==> config.mk <==
export PLATFORM = sky130hd
export DESIGN_NAME = dispatch_sequencer
export DESIGN_NICKNAME = d
export VERILOG_FILES = /design/src/rtl/dispatch_sequencer.sv
export SDC_FILE = /design/constraint.sdc
export NUM_CORES = 1
export LEC_CHECK = 0
export ABC_CLOCK_PERIOD_IN_PS = 2200
export BUFFER_PORTS_ARGS = -buffer_cell sky130_fd_sc_hd__buf_2
export CAP_MARGIN = 25
export CORE_AREA = 5 5 296 298
export DETAILED_ROUTE_END_ITERATION = 10
export DIE_AREA = 0 0 301 303
export PLACE_DENSITY = 0.52
export SYNTH_ARGS = -nofsm -noshare
export SYNTH_HDL_FRONTEND = slang
export SYNTH_SLANG_ARGS = --single-unit
==> constraint.sdc <==
create_clock -name clock -period 2.2 [get_ports clock]
set_input_delay 0 -clock clock [delete_from_list [all_inputs] [get_ports clock]]
set_output_delay 0 -clock clock [all_outputs]
set_load 0.005 [all_outputs]
==> src/rtl/dispatch_sequencer.sv <==
// dispatch_sequencer
// Accepts up to two renamed instructions per handshake, allocates sequential
// instruction IDs with matching ROB writes, holds the pair, and drains it into
// a single-write-port issue queue one entry per cycle, oldest first.
// A flush discards held entries and rewinds ID allocation past the flushing
// instruction; a rename walk (is_idle low) blocks acceptance but not draining.

module dispatch_sequencer #(
    parameter int PAYLOAD_W = 241,
    parameter int ID_W      = 7,
    parameter int ROB_SIZE  = 64
) (
    input  logic                      clock,
    input  logic                      reset_n,
    input  logic                      in_valid0,
    input  logic                      in_valid1,
    output logic                      in_ready,
    input  logic [PAYLOAD_W-1:0]      in_payload0,
    input  logic [PAYLOAD_W-1:0]      in_payload1,
    input  logic [ID_W-1:0]           rob_cnt,
    output logic                      rob_wr0_valid,
    output logic [ID_W-1:0]           rob_wr0_id,
    output logic                      rob_wr1_valid,
    output logic [ID_W-1:0]           rob_wr1_id,
    output logic                      isq_wr_valid,
    input  logic                      isq_wr_ready,
    output logic [ID_W+PAYLOAD_W-1:0] isq_wr_data,
    input  logic                      flush_valid,
    input  logic [ID_W-1:0]           flush_id,
    input  logic                      is_idle
);

    typedef enum logic [1:0] {
        ST_EMPTY = 2'd0,
        ST_HOLD2 = 2'd1,
        ST_HOLD1 = 2'd2
    } state_t;

    // Capacity compare runs one bit wider than the count so rob_cnt+2 cannot wrap.
    localparam logic [ID_W:0] ROB_LIMIT = (ID_W+1)'(ROB_SIZE);
    localparam logic [ID_W-1:0] ID_ONE  = {{(ID_W-1){1'b0}}, 1'b1};

    state_t                r_state;
    logic [ID_W-1:0]       r_next_id;
    logic [ID_W-1:0]       r_head_id;
    logic [PAYLOAD_W-1:0]  r_head_pl;
    logic [ID_W-1:0]       r_tail_id;
    logic [PAYLOAD_W-1:0]  r_tail_pl;

    logic [ID_W:0]         w_need;
    logic                  w_room;
    logic                  w_isq_valid;
    logic                  w_fire;
    logic                  w_slot_ok;
    logic                  w_ready;
    logic                  w_accept;
    logic [ID_W-1:0]       w_id_plus1;

    // Handshake decode: capacity, drain fire and pair acceptance for this cycle.
    always_comb begin
        w_need      = {{ID_W{1'b0}}, 1'b1} + {{ID_W{1'b0}}, in_valid1};
        w_room      = (({1'b0, rob_cnt} + w_need) <= ROB_LIMIT);
        w_isq_valid = (r_state != ST_EMPTY) && !flush_valid;
        w_fire      = w_isq_valid && isq_wr_ready;
        // A new pair may only land when nothing is held after this cycle's drain.
        w_slot_ok   = (r_state == ST_EMPTY) || ((r_state == ST_HOLD1) && w_fire);
        w_ready     = !flush_valid && is_idle && w_room && w_slot_ok;
        w_accept    = in_valid0 && w_ready;
        w_id_plus1  = r_next_id + ID_ONE;
    end

    // Drive handshake and ROB write outputs; IDs read as zero when not written.
    always_comb begin
        in_ready      = w_ready;
        isq_wr_valid  = w_isq_valid;
        rob_wr0_valid = w_accept;
        rob_wr1_valid = w_accept && in_valid1;
        if (w_accept) begin
            rob_wr0_id = r_next_id;
        end else begin
            rob_wr0_id = {ID_W{1'b0}};
        end
        if (w_accept && in_valid1) begin
            rob_wr1_id = w_id_plus1;
        end else begin
            rob_wr1_id = {ID_W{1'b0}};
        end
    end

    assign isq_wr_data = {r_head_id, r_head_pl};

    // Holding FSM: loads accepted pairs, shifts tail to head on drain, handles flush.
    always_ff @(posedge clock or negedge reset_n) begin
        if (!reset_n) begin
            r_state   <= ST_EMPTY;
            r_next_id <= {ID_W{1'b0}};
            r_head_id <= {ID_W{1'b0}};
            r_head_pl <= {PAYLOAD_W{1'b0}};
            r_tail_id <= {ID_W{1'b0}};
            r_tail_pl <= {PAYLOAD_W{1'b0}};
        end else if (flush_valid) begin
            r_state   <= ST_EMPTY;
            r_next_id <= flush_id + ID_ONE;
        end else begin
            if (w_accept) begin
                r_head_id <= r_next_id;
                r_head_pl <= in_payload0;
                r_tail_id <= w_id_plus1;
                r_tail_pl <= in_payload1;
                r_next_id <= r_next_id + w_need[ID_W-1:0];
                r_state   <= in_valid1 ? ST_HOLD2 : ST_HOLD1;
            end else begin
                case (r_state)
                    ST_EMPTY: begin
                        r_state <= ST_EMPTY;
                    end
                    ST_HOLD2: begin
                        if (w_fire) begin
                            r_head_id <= r_tail_id;
                            r_head_pl <= r_tail_pl;
                            r_state   <= ST_HOLD1;
                        end else begin
                            r_state   <= ST_HOLD2;
                        end
                    end
                    ST_HOLD1: begin
                        if (w_fire) begin
                            r_state <= ST_EMPTY;
                        end else begin
                            r_state <= ST_HOLD1;
                        end
                    end
                    default: begin
                        r_state <= ST_EMPTY;
                    end
                endcase
            end
        end
    end

endmodule

# Word level (Yosys, flattened, before mapping)
# Cells that the tools add are included.
# W data, S select, Z words.
# word_totals
output_inout_bits	266
register_bits	505
in_bits	503
wordCells	48
# op_classes
addsub	5
eq_ne	2
n_mux	16
n_lt_le_gt_ge	1
bitwise_logic	1
reduce_logical	17
# op_table
cell	count
$mux W241	3
$mux W7	7
$add A7 B1 Y7 const B	2
$mux W2	5
$add A7 B2 Y8	1
$le A8 B7 Y1 const B	1
$logic_and A1 B1 Y1	8
$reduce_bool A2 Y1	4
$add A7 B2 Y7	1
$pmux W2 S2	1
$reduce_and A3 Y1	1
$add A1 B1 Y2 const A	1
$eq A2 B1 Y1 const B	1
$eq A2 B2 Y1 const B	1
$logic_not A2 Y1	1
$reduce_and A2 Y1	1
$logic_not A1 Y1	1
$logic_or A1 B1 Y1	1
$not A1 Y1	1

# Logic depth before layout (Yosys ltp)
# Gate-level depths: netlist of the first run.
# logic_depth
ltp_word	9
depth_mapped	12
ltp_nobuf	10

# Worst setup path before layout of the first run
# No wires, ideal clock.
# synth_timing
kind	input to register
startpoint	input in_valid1
endpoint	register r_tail_pl[100]
arrival_time_ns	2.226
setup_slack_ns	-0.154
required_ns	2.073
path_buffers	2
cell_stages	12
setup_time_ns	0.127
path_cell_list	inv_1 > ha_1 > fa_1 > nor4_1 > o311a_1 > nand4_2 > inv_2 > nand2_4 > inv_2 > buf_6 > buf_6 > mux2_1
# synth_between
elab_chain_len	7
# synth_lines
element	line_no	text
start, declared	16	input logic in_valid1,
$add A1 B1 Y2	61	w_need = {{ID_W{1'b0}}, 1'b1} + {{ID_W{1'b0}}, in_valid1};
$add A7 B2 Y8	62	w_room = (({1'b0, rob_cnt} + w_need) <= ROB_LIMIT);
$le A8 B7 Y1	62	
$logic_and A1 B1 Y1 (2 in series)	67	w_ready = !flush_valid && is_idle && w_room && w_slot_ok;
named net in_ready	17	output logic in_ready,
$logic_and A1 B1 Y1	68	w_accept = in_valid0 && w_ready;
$reduce_and A2 Y1 (no source line)	--	
end signal, assigned	100	r_tail_pl <= {PAYLOAD_W{1'b0}};
end signal, assigned	109	r_tail_pl <= in_payload1;
end, declared	48	logic [PAYLOAD_W-1:0] r_tail_pl;
# The timed path passes the listed nets, and every way through them passes these cells.
# A chain may end at the register's enable or synchronous reset.

# Final worst setup path of the first run
# layout_timing
startpoint	register r_state[0]
endpoint	output rob_wr0_id[1]
# layout_between
elab_chain_len	8
elab_cells_between_ends	10
cone_classes	eq/ne: 1; mux: 1; reduce/logical: 8
# layout_lines
element	line_no	text
start, declared	43	state_t r_state;
start signal, assigned	111	r_state <= in_valid1 ? ST_HOLD2 : ST_HOLD1;
$reduce_bool A2 Y1	63	w_isq_valid = (r_state != ST_EMPTY) && !flush_valid;
$logic_and A1 B1 Y1	63	
$logic_and A1 B1 Y1	64	w_fire = w_isq_valid && isq_wr_ready;
$logic_and A1 B1 Y1	66	w_slot_ok = (r_state == ST_EMPTY) || ((r_state == ST_HOLD1) && w_fire);
$logic_or A1 B1 Y1 (*)	66	
$logic_and A1 B1 Y1 (*)	67	
$logic_and A1 B1 Y1 (*)	68	
$mux W7 (*)	78	if (w_accept) begin
end, declared	22	output logic [ID_W-1:0] rob_wr0_id,
# Every way passes the cells marked *; elsewhere a longest branch is shown, timed or not.

==> results_dict.tcl, run 1 <==
set metrics [dict create \
    outcome "complete, but fails checks" \
    violations "negative hold slack, negative setup slack" \
    p_clk_frac 0.315 \
    holdCritStartpoint "in_valid1" \
    cts_max_level 2 \
    combPwrFrac 0.273 \
    wl_per_cell_um 20.1 \
    synthToLayoutAreaGrowth_pct 63.5 \
    insertion_delay_ns 0.60 \
    cpPeakStageDelay_ns 0.40 \
    grt_overflow 0 \
    grt_max_degree 62 \
    dieArea_um2 91200 \
    netlist_instances 1457 \
    drv_slew 0 \
    max_freq_mhz 445 \
    p_int_uw 25000 \
    cp_common_cell "buf_16" \
    leakagePower_uw 0.0182 \
    pwr_density_cell_nw_per_um2 895 \
    power_uw 33900 \
    critPathLaunch "r_state[0]$_DFF_PN0_" \
    slew_headroom 0.660 \
    die_y_um 303 \
    synth_ff_type "dfrtp_1" \
    synth_area_leader_cell "dfrtp_1" \
    rr_worst_depth 10 \
    fin_ws_ns -0.0467 \
    critPathSlowestCell "dfrtp_1" \
    vias 17700 \
    tritoncts "yes" \
    min_path_cells 5 \
    totalWireLength_mm 81.6 \
    grt_usage 0.164 \
    r2r_setup_slack_ns -0.04 \
    crit_chain "nor3b_2 -> o311a_1 -> nand4_2 -> inv_4 -> nand2_8 -> buf_16 -> buf_16 -> nor2_4 -> buf_6" \
    syn_nets 1968 \
    grt_first_pass_wirelength_mm 118 \
    maxCapViolCount 0 \
    ys_types 47 \
    synth_area_per_cell_um2 15.9 \
    drive_gt1_frac 0.559 \
    hpwl_mm 55.2 \
    rsz0062_at_grt "yes" \
    drc 0 \
    cp_max_fo 4 \
    setup_viol 46 \
    placementRows 107 \
    period_needed_ns 2.25 \
    placeableCoreArea_um2 84600 \
    critPathArrivalTime_ns 2.25 \
    p_seq_frac 0.412 \
    r2r_start "r_state[0]$_DFF_PN0_" \
    cp.required_ns 2.20 \
    ys.warnings.count 0 \
    port_buffers 768 \
    clk_pin_slew_ns 0.06 \
    nNetsFinal 3380 \
    clockBufferDepth 3 \
    drtPass1Iterations 4 \
    drtAntennaViolNets 0 \
    tightest_slew_ns 0.510 \
    antenna_found_initial 4 \
    hold_violations 1 \
    synth_seq_cells 505 \
    ir_drop_v 0.000683 \
    async_flop_share 1.00 \
    io_pins 769 \
    p_sw_frac 0.264 \
    yosysSeqAreaShare 0.546 \
    gp_congestion 0.852 \
    initial_core_util 0.274 \
    period_share 1.02 \
    skew_ns 0.00954 \
    clk_root_buffer_cell "clkbuf_16" \
    path_class "flop to primary output" \
    worst_setup_path_end_kind "primary output" \
    p_switching_uw 8940 \
    synth_area_leaders "dfrtp_1 55%, mux2_2 16%, mux2_4 12%" \
    synth-edff-count 0 \
    critPathLaunchType "flop" \
    cts_sinks 505 \
    synth_area_um2 23100 \
    die_w_um 301 \
    whs_ns -0.00226 \
    synth_top_area_frac 0.546 \
    viasPerCell 4.35 \
    grt_pass1_vias 20000 \
    hold_path.class "primary input to flop" \
    drtIter0Drc 657 \
    numCtsBuffers 58 \
]
power by group through the flow:
stage / clock, µW / combinational [µW] / sequential, µW
2_1_floorplan: 0 / 4600 / 13700
3_3_place_gp: 0 / 7870 / 13900
3_5_place_dp: 0 / 8110 / 14100
4_1_cts: 11000 / 8930 / 13900
5_1_grt: 11300 / 10100 / 14300
6_report: 10700 / 9270 / 14000
sequential cells by signal, indices dropped and copies added (netlist names):
| register | flops |
|---|---|
| r_tail_id | 7 |
| r_head_id | 7 |
| r_state | 2 |
| r_next_id | 7 |
| r_head_pl | 241 |
| r_tail_pl | 241 |
layout by cell type, fill, tap and decap left out, types with 4 or more instances in the layout:
cell and n:
a21oi_1 4, buf_12 32, buf_16 19, buf_2 755, buf_4 74, buf_6 24
buf_8 13, bufinv_16 7, clkbuf_1 5, clkbuf_16 79, clkbuf_8 23, clkinv_2 8
clkinvlp_4 4, dfrtp_1 505, dlygate4sd3_1 502, ha_1 5, inv_1 7, mux2_1 162
mux2_2 323, mux2_4 242, mux2i_1 11, nand2_1 7, nand3_1 10, nor2_1 11
nor2_4 6, o21ai_0 13, xnor2_1 6
worst max-delay path: cells and delay by family (launching register included):
family,cells,cell delay [ns]
compound gates,1,0.22
flops,1,0.40
simple gates,4,0.50
buf+inv,4,0.52
final timing paths:
check	to
setup / recovery	rob_wr0_id[1]
hold / removal	r_state[0]$_DFF_PN0_
hold reg to reg	r_tail_pl[106]$_DFFE_PN0P_
setup reg to reg	r_head_pl[18]$_DFFE_PN0P_
min in group asynchronous	r_head_id[1]$_DFFE_PN0P_
max in group asynchronous	r_tail_pl[11]$_DFFE_PN0P_
what timing repair did:
action / 4_1_cts / 5_1_grt
setup endpoints to repair: 16 / 404
buffers inserted: 16 / 14
gates resized for setup: 47 / 133
endpoints found under the hold margin: 892 / 1
pin swaps: 3 / 2
cloned: 4 / 23
hold buffers: 504 / 1
per-layer routing:
layer,share of wire,vias to the layer above,global-route usage
li1,-,8097,-
met1,0.39,8792,0.190
met2,0.51,628,0.296
met3,0.065,161,0.0399
met4,0.036,2,0.0588
met5,0.00017,-,0
cell usage after synthesis (3+ instances only):
cell type,count
nor2_1,19
dfrtp_1,505
inv_2,3
nor4_1,3
buf_6,50
buf_2,28
xnor2_1,6
inv_1,8
nor3_1,3
mux2_2,331
nand2_1,7
xor2_1,3
mux2_1,218
clkbuf_1,9
mux2_4,178
o21ai_0,13
nand3_1,11
a21oi_1,5
and3_1,4
mux2i_1,11
a31oi_1,3
ha_1,6
stage by stage:
stage               utilization  area, µm²  setup slack, ns  cells  TNS (ns)
finish                    0.447      37900          -0.0467   4065    -0.734
global route              0.447      37900           -0.216   4064    -27.27
CTS                       0.434      36700           -0.110   4029     -9.44
detailed placement        0.343      29000           -0.427   3396   -159.52
global placement          0.343      29000           -0.397   3396   -145.31
floorplan                     -      23200         -0.00137   1457    -0.274
logic make-up after synthesis:
family | count (synthesis) | share of synthesized area
mux | 738 | 0.387
fa+ha+maj | 8 | 0.00497
simple gates | 61 | 0.0142
compound gates | 36 | 0.0103
xor+xnor | 9 | 0.00341
flops | 505 | 0.546
buf+inv | 100 | 0.0339
cell type report:
cell class / instances / area, µm²
antenna: 3 / 7.51
clock buffer: 89 / 1860
clock inverter: 20 / 289
fill: 7564 / 46800
inverter: 13 / 77.6
multi-input combinational: 852 / 10100
sequential: 505 / 12600
tap: 1144 / 1430
timing repair buffer: 1437 / 11400
timing repair inverter: 2 / 32.5
(Power assumes the default switching activity.)
==> run 2: changes to the inputs <==
--- a/config.mk
+++ b/config.mk
@@ -9,6 +9,7 @@
 export BUFFER_PORTS_ARGS = -buffer_cell sky130_fd_sc_hd__buf_2
 export CAP_MARGIN = 25
 export CORE_AREA = 5 5 296 298
+export CTS_BUF_LIST = sky130_fd_sc_hd__clkbuf_4 sky130_fd_sc_hd__clkbuf_8
 export DETAILED_ROUTE_END_ITERATION = 10
 export DIE_AREA = 0 0 301 303
 export PLACE_DENSITY = 0.52
==> run 2 against run 1 <==
Clock power decreased by 9.7%. Sequential power about the same. Sequential cell count unchanged. Power decreased by 1.3%. Highest routed layer unchanged. Non-clock buffer count increased by 76. The run ends with negative setup slack left. Hold slack improved by 0.093 ns. Utilization increased by 1.4 points. Clock skew increased by 0.037 ns. Sequential share of layout area decreased by 1.0 points. Routed wire length increased by 4.6%. Fmax decreased by 5.9%. Clock-buffer cell count increased by 62.
==> results_dict.tcl, run 2 (synthesized netlist as in run 1, its figures left out) <==
set metrics [dict create \
    min_path_cells 3 \
    tritoncts "yes" \
    grt_usage 0.170 \
    clockBufferDepth 3 \
    maxCapViolCount 0 \
    clk_pin_slew_ns 0.06 \
    placeableCoreArea_um2 84600 \
    vias 18300 \
    cp_max_fo 13 \
    cp.buffers_inverters 6 \
    hpwl_mm 55.2 \
    hold_path.class "primary input to flop" \
    p_seq_frac 0.419 \
    slew_headroom 0.749 \
    grt_overflow 0 \
    drc 0 \
    p_int_uw 24300 \
    insertion_delay_ns 0.67 \
    critPathSlowestCell "dfrtp_1" \
    cts_sinks 505 \
    viasPerCell 4.36 \
    drtIter0Drc 635 \
    drtAntennaViolNets 0 \
    rr_worst_depth 11 \
    drive_gt1_frac 0.581 \
    p_clk_frac 0.289 \
    final_common_cell "buf_2" \
    initial_core_util 0.274 \
    die_w_um 301 \
    totalWireLength_mm 85.4 \
    cpPeakStageDelay_ns 0.40 \
    tightest_slew_ns 0.376 \
    pwr_density_cell_nw_per_um2 856 \
    skew_ns 0.0470 \
    final_cell_mix "755 x buf_2, 545 x dlygate4sd3_1, 505 x dfrtp_1" \
    port_buffers 768 \
    r2r_setup_slack_ns -0.19 \
    combPwrFrac 0.292 \
    numCtsBuffers 92 \
    path_class "flop to flop" \
    critPathLaunchType "flop" \
    cts_max_level 3 \
    r2r_start "r_state[0]$_DFF_PN0_" \
    nNetsFinal 3489 \
    antenna_found_initial 9 \
    placementRows 107 \
    cp.required_ns 2.74 \
    period_share 1.09 \
    cp_common_cell "buf_16" \
    fin_ws_ns -0.188 \
    outcome "complete, but fails checks" \
    leakagePower_uw 0.0189 \
    critPathArrivalTime_ns 2.93 \
    dieArea_um2 91200 \
    crit_family "buffers and inverters" \
    violations "negative setup slack" \
    max_freq_mhz 419 \
    ir_drop_v 0.000527 \
    p_switching_uw 9190 \
    worstReg2RegEnd "r_head_pl[47]$_DFFE_PN0P_" \
    drv_slew 0 \
    setup_viol 378 \
    top_regs "r_head_pl: 241 flops, r_tail_pl: 241 flops" \
    hold_end "r_tail_pl[155]$_DFFE_PN0P_" \
    grt_first_pass_wirelength_mm 121 \
    path_depth 11 \
    hold_violations 0 \
    final_cells 4201 \
    grt_max_degree 62 \
    rsz0062_at_grt "yes" \
    die_y_um 303 \
    clk_root_buffer_cell "clkbuf_8" \
    io_pins 769 \
    place_ws_ns -0.427 \
    synthToLayoutAreaGrowth_pct 68.8 \
    wl_per_cell_um 20.3 \
    crit_chain "nor3b_2 -> o311a_1 -> nand4_2 -> inv_4 -> nand2_8 -> buf_16 -> buf_6 -> buf_16 -> buf_12 -> clkbuf_16 -> mux2_4" \
    holdCritStartpoint "in_payload1[155]" \
    placed_cells_incl_taps 3396 \
    period_needed_ns 2.39 \
    drtPass1Iterations 5 \
    grt_pass1_vias 20800 \
    p_sw_frac 0.275 \
    gp_congestion 0.852 \
    worst_setup_path_end_kind "flop" \
]
## run 2: cell count changes in the layout (fill, tap and decap cells not counted), moves of 5 or more
cell / previous run / this run
mux2_4: 242 / 309
buf_16: 19 / 26
clkbuf_4: 0 / 32
mux2_2: 323 / 305
buf_6: 24 / 30
dlygate4sd3_1: 502 / 545
clkbuf_8: 23 / 119
clkbuf_1: 5 / 0
bufinv_16: 7 / 1
clkbuf_16: 79 / 24
diode_2: 3 / 9
mux2_1: 162 / 113
buf_12: 32 / 41
## run 2: layer usage
metal,GRT usage,wire length [µm]
met5,0,13
met4,0.0705,3470
met3,0.0490,5990
met2,0.305,43400
met1,0.189,32500
## run 2: per-stage QoR
stage	hold slack (ns)	instance area [µm²]	utilization	setup TNS (ns)	total power, µW
after floorplan	-0.296	23200	-	-0.274	18300
after global placement	0.0184	29000	0.343	-145.31	21800
after detailed placement	0.0146	29000	0.343	-159.52	22200
after CTS	0.0000343	37200	0.440	-24.63	33000
after global routing	0.0121	39100	0.462	-75.78	35300
final	0.0904	39100	0.462	-34.92	33400
## run 2: how the worst max path moves through the flow
| stage | slack (ns) | to | start |
|---|---|---|---|
| after floorplan | -0.001 | r_tail_pl[100]$_DFFE_PN0P_ | in_valid1 |
| after global placement | -0.40 | r_tail_pl[11]$_DFFE_PN0P_ | in_valid1 |
| after detailed placement | -0.43 | r_tail_pl[11]$_DFFE_PN0P_ | in_valid1 |
| after CTS | -0.22 | rob_wr1_id[2] | r_state[0]$_DFF_PN0_ |
| after global routing | -0.31 | rob_wr1_id[2] | r_state[0]$_DFF_PN0_ |
| final | -0.19 | r_head_pl[47]$_DFFE_PN0P_ | r_state[0]$_DFF_PN0_ |
## run 2: power by group through the flow
stage                     Combinational [µW]  Clock [µW]  Sequential, µW
after floorplan                         4600           0           13700
after global placement                  7870           0           13900
after detailed placement                8110           0           14100
after CTS                               9090        9980           13900
after global routing                   10500       10400           14300
final                                   9760        9660           14000
## run 2: worst reg2reg max path, stage by stage (launching register included)
cell and delay (ns):
dfrtp_1 0.40, nor3b_2 0.16, o311a_1 0.22, nand4_2 0.14, inv_4 0.12, nand2_8 0.10
buf_16 0.16, buf_6 0.12, buf_16 0.16, buf_12 0.21, clkbuf_16 0.17, mux2_4 0.30
## run 2: timing repair
item,4_1_cts,5_1_grt
endpoints found under the setup margin,21,457
buffers inserted,17,36
gates resized for setup,83,197
gates cloned,7,27
pin swaps,3,3
hold endpoints to repair,987,0
hold buffers,546,0
## run 2: area by class of cell
class / count / area (µm²)
Timing Repair Buffer: 1513 / 12500
Inverter: 13 / 77.6
Sequential cell: 505 / 12600
Antenna cell: 9 / 22.5
Clock inverter: 13 / 133
Timing Repair inverter: 1 / 16.3
Tap cell: 1144 / 1430
Clock buffer: 151 / 1880
Multi-Input combinational cell: 852 / 10300
Fill cell: 7490 / 45500
